File: src/rtl/ticket_pkg.sv
// Shared types and fare constants for the ticket vending sequencer.
package ticket_pkg;

    localparam int FW = 4;

    localparam logic [FW-1:0] PRICE0_DEF = 4'd3;
    localparam logic [FW-1:0] PRICE1_DEF = 4'd7;
    localparam logic [FW-1:0] PRICE2_DEF = 4'd10;
    localparam logic [FW-1:0] PRICE3_DEF = 4'd12;

    typedef enum logic [1:0] {
        IDLE    = 2'd0,
        COLLECT = 2'd1,
        VEND    = 2'd2,
        REFUND  = 2'd3
    } state_e;

    // One full-adder cell: returns {carry_out, sum}.
    function automatic logic [1:0] full_add(input logic a, input logic b, input logic cin);
        full_add = {(a & b) | (cin & (a ^ b)), a ^ b ^ cin};
    endfunction

endpackage

File: src/rtl/ticket_vend_ctrl_sub4.sv
// 4-bit ripple subtractor d = a - b; cout=1 means no borrow (a >= b).
module sub4
    import ticket_pkg::*;
(
    input  logic [FW-1:0] a,
    input  logic [FW-1:0] b,
    output logic [FW-1:0] d,
    output logic          cout
);

    logic [FW-1:0] b_inv_s;
    logic [1:0]    cell_s;
    logic          carry_s;

    assign b_inv_s = ~b;

    // Ripple the carry through one full-adder cell per bit, carry-in tied high.
    always_comb begin
        carry_s = 1'b1;
        d       = {FW{1'b0}};
        cell_s  = 2'b00;
        for (int i = 0; i < FW; i++) begin
            cell_s  = full_add(a[i], b_inv_s[i], carry_s);
            d[i]    = cell_s[0];
            carry_s = cell_s[1];
        end
        cout = carry_s;
    end

endmodule

File: src/rtl/ticket_vend_ctrl.sv
// Ticket seller sequencer: fare latch, coin credit, vend decision, change payout and
// active-low balance LEDs. One subtractor is shared between fare compare and payout.
module ticket_vend_ctrl
    import ticket_pkg::*;
#(
    parameter logic [FW-1:0] PRICE0 = PRICE0_DEF,
    parameter logic [FW-1:0] PRICE1 = PRICE1_DEF,
    parameter logic [FW-1:0] PRICE2 = PRICE2_DEF,
    parameter logic [FW-1:0] PRICE3 = PRICE3_DEF
) (
    input  logic       clk,
    input  logic       rst,
    input  logic       sel_valid,
    input  logic [1:0] price_sel,
    input  logic       coin_valid,
    input  logic [3:0] coin_val,
    input  logic       cancel,
    output logic       busy,
    output logic       coin_rej,
    output logic       ticket,
    output logic       change_pulse,
    output logic [4:0] led
);

    state_e        state_q, state_d;
    logic [FW-1:0] credit_q, credit_d;
    logic [FW-1:0] fare_q, fare_d;

    logic [FW-1:0] sub_b_s;
    logic [FW-1:0] sub_d_s;
    logic          sub_cout_s;
    logic          enough_s;
    logic          coin_s;
    logic [FW:0]   coin_sum_s;
    logic [FW-1:0] price_s;

    // Operand select; the decrement is withheld at zero so credit can never wrap.
    always_comb begin
        case (state_q)
            COLLECT: sub_b_s = fare_q;
            VEND:    sub_b_s = fare_q;
            REFUND:  sub_b_s = (credit_q != 4'd0) ? 4'd1 : 4'd0;
            default: sub_b_s = 4'd0;
        endcase
    end

    sub4 u_sub4 (
        .a    (credit_q),
        .b    (sub_b_s),
        .d    (sub_d_s),
        .cout (sub_cout_s)
    );

    assign enough_s   = (state_q == COLLECT) & sub_cout_s;
    assign coin_s     = coin_valid & (coin_val != 4'd0);
    assign coin_sum_s = {1'b0, credit_q} + {1'b0, coin_val};

    // Fare lookup for the selection strobe.
    always_comb begin
        case (price_sel)
            2'd0:    price_s = PRICE0;
            2'd1:    price_s = PRICE1;
            2'd2:    price_s = PRICE2;
            2'd3:    price_s = PRICE3;
            default: price_s = PRICE0;
        endcase
    end

    // Next-state, credit update and the per-cycle pulse outputs.
    always_comb begin
        state_d      = state_q;
        credit_d     = credit_q;
        fare_d       = fare_q;
        coin_rej     = 1'b0;
        ticket       = 1'b0;
        change_pulse = 1'b0;
        case (state_q)
            IDLE: begin
                coin_rej = coin_s;
                if (sel_valid) begin
                    fare_d  = price_s;
                    state_d = COLLECT;
                end else begin
                    state_d = IDLE;
                end
            end
            COLLECT: begin
                if (enough_s) begin
                    coin_rej = coin_s;
                    state_d  = VEND;
                end else if (cancel) begin
                    coin_rej = coin_s;
                    state_d  = REFUND;
                end else if (coin_s) begin
                    if (coin_sum_s <= 5'd15) begin
                        credit_d = coin_sum_s[FW-1:0];
                    end else begin
                        coin_rej = 1'b1;
                    end
                end else begin
                    state_d = COLLECT;
                end
            end
            VEND: begin
                ticket   = 1'b1;
                coin_rej = coin_s;
                credit_d = sub_d_s;
                state_d  = REFUND;
            end
            REFUND: begin
                coin_rej = coin_s;
                if (credit_q != 4'd0) begin
                    change_pulse = 1'b1;
                    credit_d     = sub_d_s;
                end else begin
                    state_d = IDLE;
                end
            end
            default: begin
                state_d = IDLE;
            end
        endcase
    end

    // State, credit and fare registers.
    always_ff @(posedge clk or posedge rst) begin
        if (rst) begin
            state_q  <= IDLE;
            credit_q <= 4'd0;
            fare_q   <= 4'd0;
        end else begin
            state_q  <= state_d;
            credit_q <= credit_d;
            fare_q   <= fare_d;
        end
    end

    assign busy = (state_q != IDLE);
    assign led  = {~enough_s, ~credit_q};

endmodule

File: config.mk
export PLATFORM = sky130hd
export DESIGN_NAME = ticket_vend_ctrl
export DESIGN_NICKNAME = d
export VERILOG_FILES = /design/src/rtl/ticket_pkg.sv /design/src/rtl/ticket_vend_ctrl_sub4.sv /design/src/rtl/ticket_vend_ctrl.sv
export SDC_FILE = /design/constraint.sdc
export NUM_CORES = 1
export LEC_CHECK = 0
export ABC_AREA = 0
export BUFFER_PORTS_ARGS = -buffer_cell sky130_fd_sc_hd__buf_2
export CAP_MARGIN = 15
export CELL_PAD_IN_SITES_DETAIL_PLACEMENT = 0
export CELL_PAD_IN_SITES_GLOBAL_PLACEMENT = 1
export CORE_MARGIN = 2
export CORE_UTILIZATION = 42
export CTS_BUF_LIST = sky130_fd_sc_hd__clkbuf_8
export CTS_CLUSTER_SIZE = 28
export DETAILED_ROUTE_END_ITERATION = 7
export HOLD_SLACK_MARGIN = 0.1
export PLACE_DENSITY = 0.9
export SLEW_MARGIN = 25
export SYNTH_ARGS = -nofsm -noshare
export SYNTH_HDL_FRONTEND = slang
export SYNTH_SLANG_ARGS = --single-unit
File: constraint.sdc
create_clock -name clk -period 3.25 [get_ports clk]
set_input_delay 0.1625 -clock clk [delete_from_list [all_inputs] [get_ports clk]]
set_output_delay 0.1625 -clock clk [all_outputs]
set_load 0.005 [all_outputs]
==> metrics, run 1 <==
Final Power 1.087 mW; Non-Filler Instances 142; Initial DRC Count 9; fraction of layout cells with a size suffix above 1 40.00%; CP Max Fanout 3; die height about 50 µm; Critical Path AT slightly below 3 ns; Die Width 49.57 µm; max-slew violation count 0; pin count of the biggest net entering global routing 11; status finished clean; PwrDens 956.4 nW/µm²; vias in the first global route 683; most used cell along the critical path fa_1; clk_lat worst skew 0.24 ns; pre-CTS setup slack 0.1266 ns; top cell type's share of synthesized area between 20% and 30%; Worst Setup EP coin_rej; Slew Limit Headroom 69.40%; crit path launch type flip-flop; Worst EP required 3.09 ns; routability cong. around 0.76; Tmin final 3.103 ns; DIE AREA ~2500 µm²; final worst-path cycle share 95.48%; syn_nets 113; Area contributors post-synth dfrtp_1 29%, ha_1 16%, fa_1 9.2%, mux2_2 7.7%, inv_1 5.6%; setup TNS 0 ns; HP Class in -> reg; Synth Register Bits 10; Starting Density 44.45%; Avg Cell Area, Syn 10.02 µm²; WL per Instance 12.31 µm; Synth Instances 87; final WL 1748 µm; CP Capture Type primary output; clk root buf clkbuf_8; number of H-tree levels 1; initial antenna violation count 0; Mapped Area between 800 and 900 µm²; clk_skew 0.004620 ns; R2R depth 13; fmax 322.3 MHz; clock net sink count 10; Worst Slack Setup Final 0.1469 ns; Cell Chain, Critical Path nor4_4, nand2b_4, a21oi_1, ha_1, fa_1, inv_1, fa_1, inv_1, fa_1, nand2b_4, a41oi_2, buf_2; diode count 0; Warnings, synthesis 0; Worst Setup SP credit_q[2]; cts bufs inserted 3; post-DP HPWL 1447 µm; worst hold start price_sel[1]; DR vias 718; Overall Global Routing Usage 16.12%; CP max stage cell dfrtp_1; final net count approximately 140; global route total overflow 0; final hold slack 0.1425 ns; Max VDD drop between 0.4 and 0.5 mV; Core Footprint 1962 µm²; Register-to-Register Setup Slack 0.18 ns; synth unique cells 28; top_reg_cell synth dfrtp_1; synth-to-layout area growth 30.27%; Post-DRT Antenna Nets 0; unrepaired setup endpoints after global routing false; largest area contributor in the netlist dfrtp_1; # rows 16; DRC errors left 0; R2R Path End credit_q[2]; FFs w/ async S/R, synth 100.0%; sequential share of the synthesized area 28.69%; WS Path Type reg -> out; Post-synth EDFFs 0; io pins 20; First-pass DRT Iterations 4; Leakage 0.5614 nW; Final Hold Fails 0; final setup vio count 0; Max Root-Sink Buffers 2; max cap viols 0; first-pass GRT wire length 2973 µm; clock tree from TritonCTS built; CTS clock-pin slew for the worst setup and hold paths 0.05 ns; Port-buffer cells 19; placed instance count around 140; Largest stage delay, worst path 0.41 ns; most common cell after layout, fill and taps aside buf_2; Worst Tran Pin Value roughly 0.46 ns; commonest non-fill, non-tap cells in the layout 19 x buf_2, 11 x inv_1, 11 x ha_1; Vias/cell between 5 and 6; FF-to-FF Start credit_q[2]
flip-flops by register name, indices dropped and copies added (netlist names), named ones only:
signal    count
state_q       1
credit_q      4
fare_q        4
repair_timing:
action / 4_1_cts / 5_1_grt
endpoints found under the setup margin: 0 / 5
resized for setup: 0 / 9
hold buffers: 1 / 0
buffers inserted: 0 / 1
endpoints found under the hold margin: 10 / 0
through the flow:
step                area [µm²]  util [%]
finish                    1136     57.91
global route              1136     57.91
CTS                       1089     55.48
detailed placement        1023     52.17
global placement          1023     52.17
floorplan                872.1         -
synthesized netlist by cell type, types with 2 or more instances:
library cell / n
a21o_1: 2
a21oi_1: 8
a31oi_1: 2
and2_1: 2
dfrtp_1: 10
fa_1: 4
ha_1: 11
inv_1: 13
mux2_2: 6
nand2_1: 5
nand2b_1: 3
nor2_1: 3
o21ai_0: 3
cell families after synthesis:
family / after synthesis / synth area share (%)
xor gates and xnor gates: 1 / 1.004
buffers and inverters: 13 / 5.596
AOI/OAI and AO/OA: 23 / 20.37
and+or+nand+nor: 18 / 10.47
muxes: 7 / 8.895
adders and majority gates: 15 / 24.96
DFF: 10 / 28.69
layout make-up:
class | instances | area (µm²)
clock buffers | 4 | 55.05
multi-input cells | 64 | 610.6
fillers | 201 | 825.8
well taps | 27 | 33.78
inverters | 13 | 48.80
flip-flops and latches | 10 | 252.7
repair buffers | 24 | 135.1
routing by layer:
| metal | share of wire (%) | track usage, % | vias to the layer above |
|---|---|---|---|
| met3 | 4.1 | 4.242 | 4 |
| li1 | - | - | 364 |
| met1 | 41 | 18.88 | 337 |
| met2 | 52 | 26.89 | 13 |
| met5 | 0 | 0 | - |
| met4 | 2.3 | 8.333 | 0 |
where the power goes:
group | switching [mW] | total, mW | internal, mW
sequential | 0.0582 | 0.250 | 0.192
combinational | 0.343 | 0.680 | 0.337
clock | 0.0502 | 0.157 | 0.107
worst min path at each step:
stage,to,cells past startpoint,slack (ns)
floorplan,async pin,1,0.003
global placement,credit_q[1],2,0.16
detailed placement,credit_q[1],2,0.17
CTS,fare_q[0],2,0.14
global route,fare_q[0],2,0.14
finish,fare_q[0],2,0.14
critical path, delay by kind of cell (launching register included):
family,cells,cell delay (ns)
fa+ha+maj,4,1.10
buf+inv,3,0.26
simple gates,3,0.68
flops,1,0.41
compound gates,2,0.25
No activity file was read; power rests on OpenSTA's default activity.
==> run 2: changes to the inputs <==
- clock period: 3.25 -> 3.2 ns (I/O delays scaled with it)
==> run 2 against run 1 <==
  * Die area did not move
  * Critical path type is now reg -> reg
  * Design area is 0.44% lower
  * Setup slack gained 0.069 ns
  * Clock power down 22%
  * Cell count stayed put
  * Total power fell by 0.83%
  * Clock skew down 0.0037 ns
==> metrics, run 2 (synthesized netlist as in run 1, its figures left out) <==
status finished clean; clock tree from TritonCTS built; Critical Path AT 3.09 ns (+0.15 ns); post-route cell area 1131 µm² (-0.44%); routability cong. 0.7917 (+4.6%); Max VDD drop 0.4956 mV (+3.0%); final worst-path cycle share between 90% and 100%; synth-to-layout area growth 29.70%; Overall Global Routing Usage 16.10% (-0.021 points); fmax 335.1 MHz; diode count 0 (unchanged); worst hold start price_sel[1]; most common cell after layout, fill and taps aside buf_2; hold depth 2 (unchanged); global route total overflow 0 (unchanged); WL per Instance 12.42 µm (+0.86%); PwrDens 952.7 nW/µm² (-0.39%); clk_skew 0.0009440 ns (-0.003676 ns); CTS clock-pin slew for the worst setup and hold paths 0.04 ns (about the same); R2R Path End credit_q[3]; First-pass DRT Iterations 4 (unchanged); Max Root-Sink Buffers 2 (unchanged); DRC errors left 0 (unchanged); Worst EP required 3.31 ns (+0.22 ns); clk_lat worst skew 0.23 ns (about the same); first-pass GRT wire length 3118 µm (+4.9%); initial antenna violation count 0 (unchanged); Leakage 0.5591 nW (-0.42%); Final Power 1.078 mW (-0.83%); Port-buffer cells 19 (unchanged); WS Path Type reg -> reg; setup TNS 0 ns (unchanged); clk root buf clkbuf_8; number of H-tree levels 1 (unchanged); HP Class in -> reg; crit path launch type flip-flop; Final Hold Fails 0 (unchanged); CP Capture Type flip-flop; Core Footprint 1962 µm² (unchanged); Die Width 49.57 µm (unchanged); final setup vio count 0 (unchanged); Slew Limit Headroom 71.24% (+1.8 points); Post-DRT Antenna Nets 0 (unchanged); max cap viols 0 (unchanged); pin count of the biggest net entering global routing 11 (unchanged); Register-to-Register Setup Slack 0.22 ns (+0.04 ns); DIE AREA 2457 µm² (unchanged); final WL 1763 µm (+0.86%); FF-to-FF Start credit_q[2]; commonest non-fill, non-tap cells in the layout 19 x buf_2, 11 x inv_1, 11 x ha_1; Initial DRC Count 4 (-5); die height 49.57 µm (unchanged); CP Max Fanout 4 (+1); vias in the first global route 733 (+7.3%); Vias/cell 5.007 (-0.97%); post-DP HPWL 1513 µm (+4.5%); max-slew violation count 0 (unchanged); clock net sink count 10 (unchanged); unrepaired setup endpoints after global routing false; Endpoint, Worst Hold fare_q[0]; # rows 16 (unchanged); Worst Tran Pin Value 0.4298 ns (-0.02748 ns); Largest regs credit_q (4), fare_q (4), state_q (1); Tmin final 2.985 ns; DR vias 711 (-0.97%); Starting Density 44.45% (unchanged); io pins 20 (unchanged); fraction of layout cells with a size suffix above 1 40.00% (unchanged); R2R depth 13 (unchanged); dpl cell area 1031 µm² (+0.73%); final net count 143 (+0.70%); cts bufs inserted 3 (unchanged)
## run 2: what timing repair did
action	CTS	global route
resized for setup	0	9
hold buffers	1	0
setup buffers	0	1
hold endpoints to repair	10	0
setup endpoints to repair	0	6
## run 2: area by class of cell
| type | instances | area (µm²) |
|---|---|---|
| clock buffer | 3 | 41.29 |
| fill | 197 | 830.8 |
| inverter | 13 | 48.80 |
| multi-input combinational | 64 | 613.1 |
| sequential | 10 | 251.5 |
| tap | 27 | 33.78 |
| timing repair buffer | 25 | 142.6 |
## run 2: power by group
| group | leakage [nW] | switching, mW | internal [mW] | total, mW |
|---|---|---|---|---|
| clock | 0.0216 | 0.0413 | 0.0817 | 0.123 |
| sequential | 0.118 | 0.0582 | 0.194 | 0.252 |
| combinational | 0.419 | 0.353 | 0.350 | 0.703 |
## run 2: worst max path at each step
stage	end	start	cells after the start	slack [ns]
4_1_cts	coin_rej	credit_q[3]	12	0.007
5_1_grt	coin_rej	credit_q[2]	12	0.01
3_5_place_dp	credit_q[3]	credit_q[3]	13	0.08
3_3_place_gp	credit_q[0]	state_q[0]	13	0.14
6_report	credit_q[3]	credit_q[2]	13	0.22
2_1_floorplan	credit_q[0]	credit_q[3]	13	0.30
## run 2: stage by stage
step                setup WS [ns]  cells  hold slack (ns)  util, %
finish                     0.2154    142           0.1519    57.65
global route              0.01306    142           0.1760    57.65
CTS                      0.006902    141           0.1490    55.17
detailed placement        0.07667    137           0.1597    52.55
global placement           0.1431    137           0.1594    52.55
floorplan                  0.3027     87        0.0001782        -
## run 2: metal layers
metal | GRT usage [%] | wire length, µm | vias up
met5 | 0 | 0 | -
met4 | 1.389 | 0 | 0
met3 | 3.636 | 63 | 0
met2 | 28.00 | 917 | 15
met1 | 21.11 | 783 | 337
li1 | - | - | 359
## run 2: worst max-delay path: stages, from the launching register on
cell	delay, ns
dfrtp_1	0.41
nor4_4	0.31
nand2b_4	0.18
a21oi_1	0.07
ha_1	0.19
fa_1	0.35
inv_1	0.07
fa_1	0.15
inv_1	0.05
fa_2	0.35
nand2b_1	0.14
o21ai_2	0.08
o211ai_2	0.13
mux2_2	0.38
